===== config.mk =====
export PLATFORM = sky130hd
export DESIGN_NAME = instr_encoder
export DESIGN_NICKNAME = d
export VERILOG_FILES = /design/src/rtl/mips_pkg.sv /design/src/rtl/instr_pack.sv /design/src/rtl/instr_encoder.sv
export SDC_FILE = /design/constraint.sdc
export NUM_CORES = 1
export LEC_CHECK = 0
export CAP_MARGIN = 20
export CORE_UTILIZATION = 39
export CTS_BUF_LIST = sky130_fd_sc_hd__clkbuf_8 sky130_fd_sc_hd__clkbuf_16
export CTS_CLUSTER_DIAMETER = 60
export DETAILED_ROUTE_END_ITERATION = 8
export PLACE_DENSITY_LB_ADDON = 0.3
export SETUP_SLACK_MARGIN = 0.15
export SLEW_MARGIN = 20
export SYNTH_ARGS = -nofsm -noshare
export SYNTH_HDL_FRONTEND = slang
export SYNTH_HIERARCHICAL = 1
export SYNTH_SLANG_ARGS = --single-unit

===== constraint.sdc =====
create_clock -name clk -period 1.8 [get_ports clk]
set_input_delay 0.36 -clock clk [delete_from_list [all_inputs] [get_ports clk]]
set_output_delay 0.36 -clock clk [all_outputs]
set_load 0.01 [all_outputs]

===== src/rtl/mips_pkg.sv =====
// Shared MIPS encoding constants for the instruction encoder and the control unit.
package mips_pkg;

    // Field widths of a 32-bit MIPS instruction word
    localparam int INSTR_W = 32;
    localparam int FMT_W   = 2;
    localparam int OP_W    = 6;
    localparam int REG_W   = 5;
    localparam int SHAMT_W = 5;
    localparam int FUNCT_W = 6;
    localparam int IMM_W   = 16;
    localparam int TGT_W   = 26;

    // Instruction format selectors carried alongside the decoded fields
    localparam logic [FMT_W-1:0] FMT_R   = 2'd0;
    localparam logic [FMT_W-1:0] FMT_I   = 2'd1;
    localparam logic [FMT_W-1:0] FMT_J   = 2'd2;
    localparam logic [FMT_W-1:0] FMT_BAD = 2'd3;

    // Every R-type instruction shares the all-zero opcode
    localparam logic [OP_W-1:0] OP_RTYPE = 6'b000000;

    // Encoder session states
    typedef enum logic [1:0] {
        ENC_IDLE  = 2'd0,
        ENC_LOAD  = 2'd1,
        ENC_WRITE = 2'd2,
        ENC_DONE  = 2'd3
    } enc_state_e;

    // True for the three formats that map onto a real instruction word
    function automatic logic fmt_is_legal(input logic [FMT_W-1:0] fmt);
        return (fmt != FMT_BAD);
    endfunction

endpackage


===== src/rtl/instr_pack.sv =====
// Combinational packer: turns a format selector plus decoded fields into a 32-bit MIPS word.
module instr_pack
    import mips_pkg::*;
(
    input  logic [1:0]  fmt,
    input  logic [5:0]  op,
    input  logic [4:0]  rs,
    input  logic [4:0]  rt,
    input  logic [4:0]  rd,
    input  logic [4:0]  shamt,
    input  logic [5:0]  funct,
    input  logic [15:0] imm,
    input  logic [25:0] target,
    output logic [31:0] word,
    output logic        illegal
);

    // Select the field layout for the requested format; R-type ignores op and forces the R opcode
    always_comb begin
        word    = '0;
        illegal = !fmt_is_legal(fmt);
        case (fmt)
            FMT_R:   word = {OP_RTYPE, rs, rt, rd, shamt, funct};
            FMT_I:   word = {op, rs, rt, imm};
            FMT_J:   word = {op, target};
            default: word = '0;
        endcase
    end

endmodule


===== src/rtl/instr_encoder.sv =====
// Instruction encoder: accepts decoded field bundles, packs them into MIPS words
// and writes them to consecutive instruction-memory addresses over a stallable port.
module instr_encoder
    import mips_pkg::*;
#(
    parameter int ADDR_W    = 8,
    parameter int BASE_ADDR = 0
) (
    input  logic              clk,
    input  logic              rst_n,
    input  logic              start,
    input  logic              in_valid,
    output logic              in_ready,
    input  logic [1:0]        in_fmt,
    input  logic [5:0]        in_op,
    input  logic [4:0]        in_rs,
    input  logic [4:0]        in_rt,
    input  logic [4:0]        in_rd,
    input  logic [4:0]        in_shamt,
    input  logic [5:0]        in_funct,
    input  logic [15:0]       in_imm,
    input  logic [25:0]       in_target,
    input  logic              in_last,
    output logic              mem_we,
    output logic [ADDR_W-1:0] mem_addr,
    output logic [31:0]       mem_wdata,
    input  logic              mem_ack,
    output logic              busy,
    output logic              done,
    output logic              err_fmt,
    output logic              err_overflow,
    output logic [ADDR_W:0]   count
);

    localparam logic [ADDR_W-1:0] BASE_PTR  = ADDR_W'(BASE_ADDR);
    localparam logic [ADDR_W-1:0] PTR_ONE   = {{(ADDR_W-1){1'b0}}, 1'b1};
    localparam logic [ADDR_W:0]   COUNT_ONE = {{ADDR_W{1'b0}}, 1'b1};

    enc_state_e        state_q,        state_d;
    logic [ADDR_W-1:0] ptr_q,          ptr_d;
    logic              last_q,         last_d;
    logic [ADDR_W:0]   count_q,        count_d;
    logic              mem_we_q,       mem_we_d;
    logic [ADDR_W-1:0] mem_addr_q,     mem_addr_d;
    logic [31:0]       mem_wdata_q,    mem_wdata_d;
    logic              busy_q,         busy_d;
    logic              done_q,         done_d;
    logic              err_fmt_q,      err_fmt_d;
    logic              err_overflow_q, err_overflow_d;

    logic [31:0]       pack_word;
    logic              pack_illegal;

    instr_pack u_pack (
        .fmt     (in_fmt),
        .op      (in_op),
        .rs      (in_rs),
        .rt      (in_rt),
        .rd      (in_rd),
        .shamt   (in_shamt),
        .funct   (in_funct),
        .imm     (in_imm),
        .target  (in_target),
        .word    (pack_word),
        .illegal (pack_illegal)
    );

    // Session FSM next-state logic: pointer, counter, holding register and sticky flags
    always_comb begin
        state_d        = state_q;
        ptr_d          = ptr_q;
        last_d         = last_q;
        count_d        = count_q;
        mem_we_d       = mem_we_q;
        mem_addr_d     = mem_addr_q;
        mem_wdata_d    = mem_wdata_q;
        err_fmt_d      = err_fmt_q;
        err_overflow_d = err_overflow_q;

        case (state_q)
            ENC_IDLE, ENC_DONE: begin
                if (start) begin
                    state_d        = ENC_LOAD;
                    ptr_d          = BASE_PTR;
                    count_d        = '0;
                    err_fmt_d      = 1'b0;
                    err_overflow_d = 1'b0;
                end
            end

            ENC_LOAD: begin
                if (in_valid) begin
                    if (pack_illegal) begin
                        err_fmt_d = 1'b1;
                        if (in_last) begin
                            state_d = ENC_DONE;
                        end
                    end else begin
                        mem_wdata_d = pack_word;
                        mem_addr_d  = ptr_q;
                        last_d      = in_last;
                        mem_we_d    = 1'b1;
                        state_d     = ENC_WRITE;
                    end
                end
            end

            ENC_WRITE: begin
                if (mem_ack) begin
                    mem_we_d = 1'b0;
                    count_d  = count_q + COUNT_ONE;
                    ptr_d    = ptr_q + PTR_ONE;
                    if (last_q) begin
                        state_d = ENC_DONE;
                    end else if (&ptr_q) begin
                        state_d        = ENC_DONE;
                        err_overflow_d = 1'b1;
                    end else begin
                        state_d = ENC_LOAD;
                    end
                end
            end

            default: begin
                state_d  = ENC_IDLE;
                mem_we_d = 1'b0;
            end
        endcase

        busy_d = (state_d == ENC_LOAD) || (state_d == ENC_WRITE);
        done_d = (state_d == ENC_DONE);
    end

    // State and registered-output flops; reset abandons any in-flight write immediately
    always_ff @(posedge clk or negedge rst_n) begin
        if (!rst_n) begin
            state_q        <= ENC_IDLE;
            ptr_q          <= BASE_PTR;
            last_q         <= 1'b0;
            count_q        <= '0;
            mem_we_q       <= 1'b0;
            mem_addr_q     <= '0;
            mem_wdata_q    <= '0;
            busy_q         <= 1'b0;
            done_q         <= 1'b0;
            err_fmt_q      <= 1'b0;
            err_overflow_q <= 1'b0;
        end else begin
            state_q        <= state_d;
            ptr_q          <= ptr_d;
            last_q         <= last_d;
            count_q        <= count_d;
            mem_we_q       <= mem_we_d;
            mem_addr_q     <= mem_addr_d;
            mem_wdata_q    <= mem_wdata_d;
            busy_q         <= busy_d;
            done_q         <= done_d;
            err_fmt_q      <= err_fmt_d;
            err_overflow_q <= err_overflow_d;
        end
    end

    assign in_ready     = (state_q == ENC_LOAD);
    assign mem_we       = mem_we_q;
    assign mem_addr     = mem_addr_q;
    assign mem_wdata    = mem_wdata_q;
    assign busy         = busy_q;
    assign done         = done_q;
    assign err_fmt      = err_fmt_q;
    assign err_overflow = err_overflow_q;
    assign count        = count_q;

endmodule


# After elaboration in Yosys (flattened, before gate mapping)

Index checks and enable logic that the tools add are counted.
Widths: inputs -> output; s select.

Add/subtract/negate cells: 2
Equality and inequality tests: 16
Mux-type cells: 27
Reduce and logical (&&, ||, !) cells: 13

Operators by type and width:

| kind                | number |
|---|---|
| $pmux 32 s3         | 1 |
| $mux 9              | 2 |
| $pmux 9 s2          | 1 |
| $mux 8              | 2 |
| $pmux 8 s2          | 1 |
| $mux 2              | 7 |
| $ne 2x2->1 const B  | 7 |
| $eq 2x2->1 const B  | 5 |
| $add 9x1->9 const B | 1 |
| $mux 1              | 9 |
| $add 8x1->8 const B | 1 |
| $reduce_and 4->1    | 2 |
| $reduce_and 8->1    | 1 |
| $eq 2x1->1 const B  | 3 |
| $pmux 1 s2          | 3 |
| $pmux 2 s3          | 1 |
| $reduce_and 3->1    | 2 |
| $reduce_bool 2->1   | 3 |
| $reduce_and 5->1    | 1 |
| $logic_not 2->1     | 2 |
| $ne 2x1->1 const B  | 1 |
| $reduce_or 2->1     | 1 |
| $logic_or 1x1->1    | 1 |

Bits in registers: 65
Input port bits: 82
Output and inout port bits: 55
Word-level logic and storage cells: 69

# Longest topological paths before layout

Gate-level depths: netlist of run 1.

Depth after elaboration: 7
Depth in mapped cells: 8
Mapped depth without buffers: 7

# Modules after synthesis

The synthesis of run 1 kept the hierarchy.

Modules (own cells, without submodules):

| module        | times used | cells an instance | area each (um2) | seq. area each (um2) |
|---|---|---|---|---|
| instr_encoder | 1          | 215               | 2,780.2         | 1,626.6 |
| instr_pack    | 1          | 60                | 519.2           | 0.0 |

# Least setup slack after synthesis of run 1

No wires, ideal clock.

Path type: reg-to-reg
Start point: register state_q[0]
End point: register count_q[7] (netlist: count[7])
Setup time: 77 ps
Data arrival time: 1,773 ps
Required time: 1,723 ps
Path slack: -51 ps
Stages on the path, launching flop included: 8
Path buffers: 1
Period minus slack after synthesis: 1,851 ps
Cell sequence: dfrtp_1 inv_1 ha_1 buf_6 mux2_4 nand2_4 or4_1 a21oi_1

Longest elaborated chain between the ends: 4
Elaborated cells on any way between the ends: 9
Classes of those cells: eq/ne (4); mux (1); reduce/logical (4)

RTL lines:

| what                                                                    | line                 | RTL |
|---|---|---|
| start, declared                                                         | instr_encoder.sv:39  | `enc_state_e state_q, state_d;` |
| start signal, assigned                                                  | instr_encoder.sv:149 | `state_q <= state_d;` |
| $eq 2x2->1 / $logic_not 2->1 (equally long branches)                    | instr_encoder.sv:80  | `case (state_q)` |
| $reduce_or 2->1                                                         | instr_encoder.sv:80  |  |
| $ne 2x2->1 (no source line) / $reduce_bool 2->1 (equally long branches) | n/a                  |  |
| $reduce_and 3->1 (no source line)                                       | n/a                  |  |
| end signal, assigned                                                    | instr_encoder.sv:152 | `count_q <= count_d;` |
| end, declared                                                           | instr_encoder.sv:42  | `logic [ADDR_W:0] count_q, count_d;` |

Several ways; a longest one is shown, not always the timed one.
A chain may end at the register's enable or synchronous reset.

# Final worst setup path of run 1

Start point: register ptr_q[1]
End point: register busy_q (netlist: busy)

Longest elaborated chain between the ends: 7
Elaborated cells on any way between the ends: 8
Classes of those cells: eq/ne (2); mux (4); reduce/logical (2)

RTL lines:

| what                                            | line                 | RTL |
|---|---|---|
| start, declared                                 | instr_encoder.sv:40  | `logic [ADDR_W-1:0] ptr_q, ptr_d;` |
| start signal, assigned                          | instr_encoder.sv:150 | `ptr_q <= ptr_d;` |
| $reduce_and 8->1 *                              | instr_encoder.sv:115 | `end else if (&ptr_q) begin` |
| $mux 2 *                                        | instr_encoder.sv:115 |  |
| $mux 2 *                                        | instr_encoder.sv:113 | `if (last_q) begin` |
| $mux 2 *                                        | instr_encoder.sv:109 | `if (mem_ack) begin` |
| $pmux 2 s3 *                                    | instr_encoder.sv:80  |  |
| named net state_d[1]                            | instr_encoder.sv:39  |  |
| $eq 2x1->1 / $eq 2x2->1 (equally long branches) | instr_encoder.sv:130 | `busy_d = (state_d == ENC_LOAD) \|\| (state_d == ENC_WRITE);` |
| $logic_or 1x1->1 *                              | instr_encoder.sv:130 |  |
| named net busy_d                                | instr_encoder.sv:46  | `logic busy_q, busy_d;` |
| end signal, assigned                            | instr_encoder.sv:156 | `busy_q <= busy_d;` |
| end, declared                                   | instr_encoder.sv:46  |  |

The timed path passes the listed nets; every way through them passes the cells marked *.

==> results.json, run 1 <==
{
  "run_status": "finished, final reports clean",
  "most-common-layout-cells": "clkdlybuf4s50_1 (119), dfrtp_1 (65), mux2_4 (27), buf_4 (27), mux2i_1 (17)",
  "rows": 33,
  "cell_internal_pwr_mw": 4.66,
  "path_max_fanout": 2,
  "async_flop_share_pct": 100,
  "layout-drive-gt1-share_pct": 27.9,
  "postSynthNetCount": 362,
  "gp_congestion": 0.824,
  "worst_ep_arrival_time_ns": 2.03,
  "slew_viol_final": 0,
  "reg2reg_slack_ns": 0.05,
  "worstMarginPinSlew_ns": 0.432,
  "setup.worst_path.end_class": "flip-flop",
  "max_cap_viol_count": 0,
  "first_global_vias": 2889,
  "synth_area_sq_mm": 0.00330,
  "crit_path_start_kind": "flip-flop",
  "timing.fmax_mhz": 570,
  "critical_path_depth": 6,
  "design.die.area_sq_mm": 0.00883,
  "number_of_instances_in_the_synthesized_netlist": 275,
  "route.final.wire_length_um": 9180,
  "r2r_start": "ptr_q[1]",
  "first_iteration_detailed_routing_drc_count": 80,
  "clkSinkCount": 65,
  "cts_max_path_buffers": 2,
  "path_buf_inv": 0,
  "detailed_place_hpwl_um": 6350,
  "post_layout_nonfiller_instances": 560,
  "cp_cell_sequence": "ha_2, and4_4, nand4_1, a31oi_1, a311o_1, ha_2",
  "post_drt_wl_per_cell_um": 16.4,
  "worst_skew_pair.late_latency_ns": 0.34,
  "final_min_period_over_clock_period_pct": 97.4,
  "drtPass1Iterations": 4,
  "worst_hold_check_slack_ns": 0.474,
  "wire_length_of_the_first_global_routing_pass_um": 13800,
  "detail_route.drc_violations": 0,
  "critPathMostFrequentCell": "ha_2",
  "overflow": 0,
  "height_of_the_die_um": 94.0,
  "max_stage_delay_ns": 0.41,
  "cts-buffers-inserted": 9,
  "floorplan.initialDensity_pct": 40.2,
  "grt_max_degree": 30,
  "pwr_density_mw_per_mm2": 1200,
  "clk_transition_reported_paths_ns": 0.08,
  "final_period_minus_worst_setup_slack_ns": 1.75,
  "final_hold_viol_count": 0,
  "grt_usage_pct": 20.6,
  "cpLargestDelayFamily": "adder cells",
  "layout_commonest_cell": "clkdlybuf4s50_1",
  "switching_share_pct": 30.7,
  "worst-endpoint-required_ns": 2.08,
  "comb_power_share_pct": 47.5,
  "power.switching_mw": 2.06,
  "setup.worst_path.class": "flip-flop to flip-flop",
  "placeable_core_region_sq_mm": 0.00822,
  "report.final.setup_viol": 0,
  "yosysWarnings": 6,
  "seq_area_frac_synth_pct": 49.3,
  "worst_path_max_delay_cell": "dfrtp_1",
  "synth_seq_cells": 65,
  "slew-limit-headroom_pct": 71.0,
  "grt_antenna_before_repair": 0,
  "finClkSkew_ns": 0.00941,
  "postRouteAntennaNets": 0,
  "areaGrowthSynthToFinish_pct": 69.4,
  "die_x_um": 94.0,
  "reg2regPathDepth": 6,
  "setup_repair_after_global_routing_missed_its_margin": "yes",
  "worst_r2r_endpoint": "busy",
  "layout.nets": 537,
  "placed_cells_incl_taps": 527,
  "dr_total_vias": 2877,
  "synth_enable_flop_cells": 0,
  "p_clk_share_pct": 20.6,
  "worst_ir_drop_vdd_uv": 612,
  "antennaDiodeCount": 0,
  "hold_path.class": "primary input to asynchronous set/reset pin",
  "p_leak_nw": 2.68,
  "tritoncts": "done",
  "cts_root_buf": "clkbuf_8",
  "route.detailed.vias_per_inst": 5.14,
  "p_seq_share_pct": 31.9,
  "pin_count": 137,
  "placement.io_buffers": 136,
  "synth.distinct_cells": 44,
  "yosys_most_used_dff": "dfrtp_1",
  "cts.htree.levels": 3,
  "synth_area_per_cell_sq_um": 12.0
}
stage by stage:
stage          area [sq um]  setup TNS, ns  setup slack, ns  total power [mW]  utilization [%]
2_1_floorplan          3320              0           0.0207              3.35                -
3_3_place_gp           4940          -6.62           -0.221              4.74             60.1
3_5_place_dp           4940          -7.76           -0.243              4.79             60.1
4_1_cts                5250              0           0.0519              6.29             63.9
5_1_grt                5590              0          0.00211              7.08             68.0
6_report               5590              0           0.0471              6.72             68.0
Yosys cell counts (2+ instances only):
cell type   n  share of area (%)
nand3_1     8                1.2
ha_1        5                1.9
clkbuf_1    2               0.23
a22o_1     10                2.7
nand4_1     3               0.57
o211ai_1    2               0.45
a21oi_1     5               0.76
nor4b_1     2               0.53
and4_1      2               0.53
buf_2       9                1.4
mux2i_1    18                5.5
dfrtp_1    65                 49
xor2_1      4                1.1
nand2_1    12                1.4
nor2b_1     4               0.76
a31oi_1     3               0.57
inv_1       6               0.68
nand3b_1    2               0.45
mux2_2     41                 14
nor2_1     12                1.4
buf_6       2               0.68
xnor2_1     6                1.6
nor3_1      3               0.45
and2_1      7                1.3
o21ai_0     7                1.1
o2bb2ai_1  17                4.5
flip-flops by register name, summed over array words and instances (netlist names):
register and count:
busy 1, count 9, done 1, err_fmt 1, err_overflow 1, last_q 1
mem_addr 8, mem_wdata 32, mem_we 1, ptr_q 8, state_q 2
final cells by class:
class	instances	area (sq um)
clock buffers	10	138
inverters	7	28.8
clock inverters	6	82.6
multi-input cells	188	1760
flip-flops and latches	65	1630
repair buffers	179	1820
well taps	105	131
fillers	606	2630
power by group through the flow:
stage | Clock (mW) | Combinational, mW | Sequential, mW
final | 1.38 | 3.20 | 2.14
after global routing | 1.49 | 3.40 | 2.19
after CTS | 1.41 | 2.75 | 2.12
after detailed placement | 0 | 2.65 | 2.14
after global placement | 0 | 2.61 | 2.13
after floorplan | 0 | 1.03 | 2.32
kinds of logic (layout without fill, tap and decap cells):
group | count (synthesis) | count (layout) | share of synthesized area [%]
simple gates | 63 | 63 | 10.6
compound gates | 49 | 49 | 11.3
fa+ha+maj | 5 | 5 | 1.90
flops | 65 | 65 | 49.3
mux | 60 | 60 | 19.9
xor+xnor | 11 | 11 | 3.15
buf+inv | 22 | 202 | 3.83
worst max-delay path by stage:
stage | start | endpoint
2_1_floorplan | state_q[1] | count[7]
3_3_place_gp | in_fmt[1] | mem_wdata[22]
3_5_place_dp | in_fmt[1] | mem_wdata[21]
4_1_cts | ptr_q[1] | busy
5_1_grt | ptr_q[1] | busy
6_report | ptr_q[1] | busy
routing by layer:
| layer | track usage [%] | vias up | share of wire (%) |
|---|---|---|---|
| li1 | - | 1355 | - |
| met1 | 24.4 | 1430 | 41 |
| met4 | 7.18 | 0 | 1.8 |
| met5 | 0 | - | 0 |
| met3 | 4.53 | 14 | 4.8 |
| met2 | 36.7 | 78 | 53 |
what timing repair did:
item / CTS / global route
buffers inserted: 7 / 4
resized for setup: 12 / 67
cloned: 0 / 5
setup endpoints to repair: 63 / 68
hold buffers: 1 / 0
pin swaps: 4 / 11
endpoints found under the hold margin: 13 / 0
Note: power is estimated with default switching activity, not from simulation.
==> run 2, diff against run 1 <==
Settings changed: GPL_ROUTABILITY_DRIVEN set to 1.
==> results of run 2 <==
No change in the layout: final DEF, timing and power equal those of run 1.
==> run 3, diff against run 2 <==
Settings changed: CTS_BUF_LIST sky130_fd_sc_hd__clkbuf_8 sky130_fd_sc_hd__clkbuf_16 to unset.
==> results.json, run 3 (same netlist as run 1, synthesis figures left out) <==
{
  "clk_transition_reported_paths_ns": 0.08,
  "slew-limit-headroom_pct": 71.0,
  "drtPass1Iterations": 4,
  "floorplan.initialDensity_pct": 40.2,
  "reg2reg_slack_ns": 0.04,
  "die_x_um": 94.0,
  "switching_share_pct": 30.7,
  "cts-buffers-inserted": 9,
  "grt_antenna_before_repair": 0,
  "first_iteration_detailed_routing_drc_count": 80,
  "worst_path_max_delay_cell": "dfrtp_1",
  "p_clk_share_pct": 20.7,
  "finalPower_mw": 6.73,
  "critPathMostFrequentCell": "ha_2",
  "first_global_vias": 2889,
  "final_hold_viol_count": 0,
  "layout_commonest_cell": "clkdlybuf4s50_1",
  "placeable_core_region_sq_mm": 0.00822,
  "timing.fmax_mhz": 569,
  "grt_usage_pct": 20.6,
  "layout.nets": 537,
  "slew_viol_final": 0,
  "rows": 33,
  "route.final.wire_length_um": 9170,
  "cts_max_path_buffers": 2,
  "largest_register_ffs": 32,
  "antennaDiodeCount": 0,
  "worst_ep_arrival_time_ns": 2.04,
  "overflow": 0,
  "worst-endpoint-required_ns": 2.08,
  "dpl_cell_area_sq_mm": 0.00494,
  "dr_total_vias": 2883,
  "wire_length_of_the_first_global_routing_pass_um": 13800,
  "final_period_minus_worst_setup_slack_ns": 1.76,
  "layout.core_utilization_pct": 68.0,
  "postRouteAntennaNets": 0,
  "setup.worst_path.class": "flip-flop to flip-flop",
  "worstMarginPinSlew_ns": 0.432,
  "max_cap_viol_count": 0,
  "setup.worst_path.end_class": "flip-flop",
  "hold_path.class": "primary input to asynchronous set/reset pin",
  "layout-drive-gt1-share_pct": 27.9,
  "pin_count": 137,
  "pwr_density_mw_per_mm2": 1200,
  "worst_hold_check_slack_ns": 0.470,
  "worst_skew_pair.late_latency_ns": 0.34,
  "route.detailed.vias_per_inst": 5.15,
  "power.switching_mw": 2.07,
  "detailed_place_hpwl_um": 6350,
  "cts.htree.levels": 3,
  "height_of_the_die_um": 94.0,
  "crit_path_start_kind": "flip-flop",
  "placement.io_buffers": 136,
  "finish.instance_area_sq_mm": 0.00559,
  "detail_route.drc_violations": 0,
  "clkSinkCount": 65,
  "grt_max_degree": 30,
  "most-common-layout-cells": "clkdlybuf4s50_1 (119), dfrtp_1 (65), mux2_4 (27), buf_4 (27), mux2i_1 (17)",
  "cp_cell_sequence": "ha_2, and4_4, nand4_1, a31oi_1, a311o_1, ha_2",
  "tritoncts": "done",
  "design.die.area_sq_mm": 0.00883,
  "final_min_period_over_clock_period_pct": 97.6,
  "cell_internal_pwr_mw": 4.66,
  "comb_power_share_pct": 47.5,
  "path_max_fanout": 2,
  "placed_cells_incl_taps": 527,
  "post_drt_wl_per_cell_um": 16.4,
  "run_status": "finished, final reports clean",
  "fill_cells": 606,
  "report.final.setup_viol": 0,
  "finClkSkew_ns": 0.0123,
  "p_seq_share_pct": 31.9,
  "gp_congestion": 0.824,
  "max_stage_delay_ns": 0.42,
  "p_leak_nw": 2.67,
  "setup_repair_after_global_routing_missed_its_margin": "yes",
  "worst_ir_drop_vdd_uv": 613,
  "post_layout_nonfiller_instances": 560,
  "cts_root_buf": "clkbuf_8",
  "areaGrowthSynthToFinish_pct": 69.4
}
[run 3: cell types whose count changed in the layout (fill, tap and decap cells not counted), sizes merged]
cell / delta
inv: -1
clkbuf: +1
[run 3: layout make-up]
cell class	count	area (sq um)	share of cell area [%]
multi-input cells	188	1760	31.5
clock inverters	5	78.8	1.41
repair buffers	179	1820	32.6
flip-flops and latches	65	1630	29.1
well taps	105	131	2.35
inverters	7	28.8	0.515
clock buffers	11	141	2.53
[run 3: per-layer routing]
| metal | part of all wire (%) | GRT usage [%] | wire (um) |
|---|---|---|---|
| met5 | 0 | 0 | 0 |
| met4 | 1.8 | 7.18 | 161 |
| met3 | 4.7 | 4.53 | 435 |
| met2 | 53 | 36.7 | 4830 |
| met1 | 41 | 24.4 | 3740 |
[run 3: through the flow]
stage          setup WS [ns]  TNS [ns]
2_1_floorplan         0.0207         0
3_3_place_gp          -0.221     -6.62
3_5_place_dp          -0.243     -7.76
4_1_cts               0.0523         0
5_1_grt              0.00227         0
6_report              0.0427         0
[run 3: final timing paths]
kind                         startpoint             to  cells after the start
max                            ptr_q[1]           busy                      6
min                               rst_n       count[5]                      2
max reg2reg                    ptr_q[1]           busy                      6
min reg2reg                err_overflow   err_overflow                      1
max in group asynchronous         rst_n  mem_wdata[28]                      3
min in group clk           err_overflow   err_overflow                      1
[run 3: worst max-delay path, delay by kind of cell (launching register included)]
family,cells,cell delay [ns]
flops,1,0.42
fa+ha+maj,2,0.51
compound gates,2,0.46
simple gates,2,0.30
[run 3: power groups by stage]
stage / registers [mW] / clock network (mW) / logic, mW
5_1_grt: 2.19 / 1.49 / 3.40
4_1_cts: 2.12 / 1.42 / 2.75
6_report: 2.14 / 1.39 / 3.19
2_1_floorplan: 2.32 / 0 / 1.03
3_3_place_gp: 2.13 / 0 / 2.61
3_5_place_dp: 2.14 / 0 / 2.65
[run 3: repair_timing]
action | 4_1_cts | 5_1_grt
setup buffers | 7 | 4
pin swaps | 4 | 11
hold buffers | 1 | 0
gates cloned | 0 | 5
setup endpoints to repair | 63 | 68
hold endpoints to repair | 13 | 0
resized for setup | 12 | 67
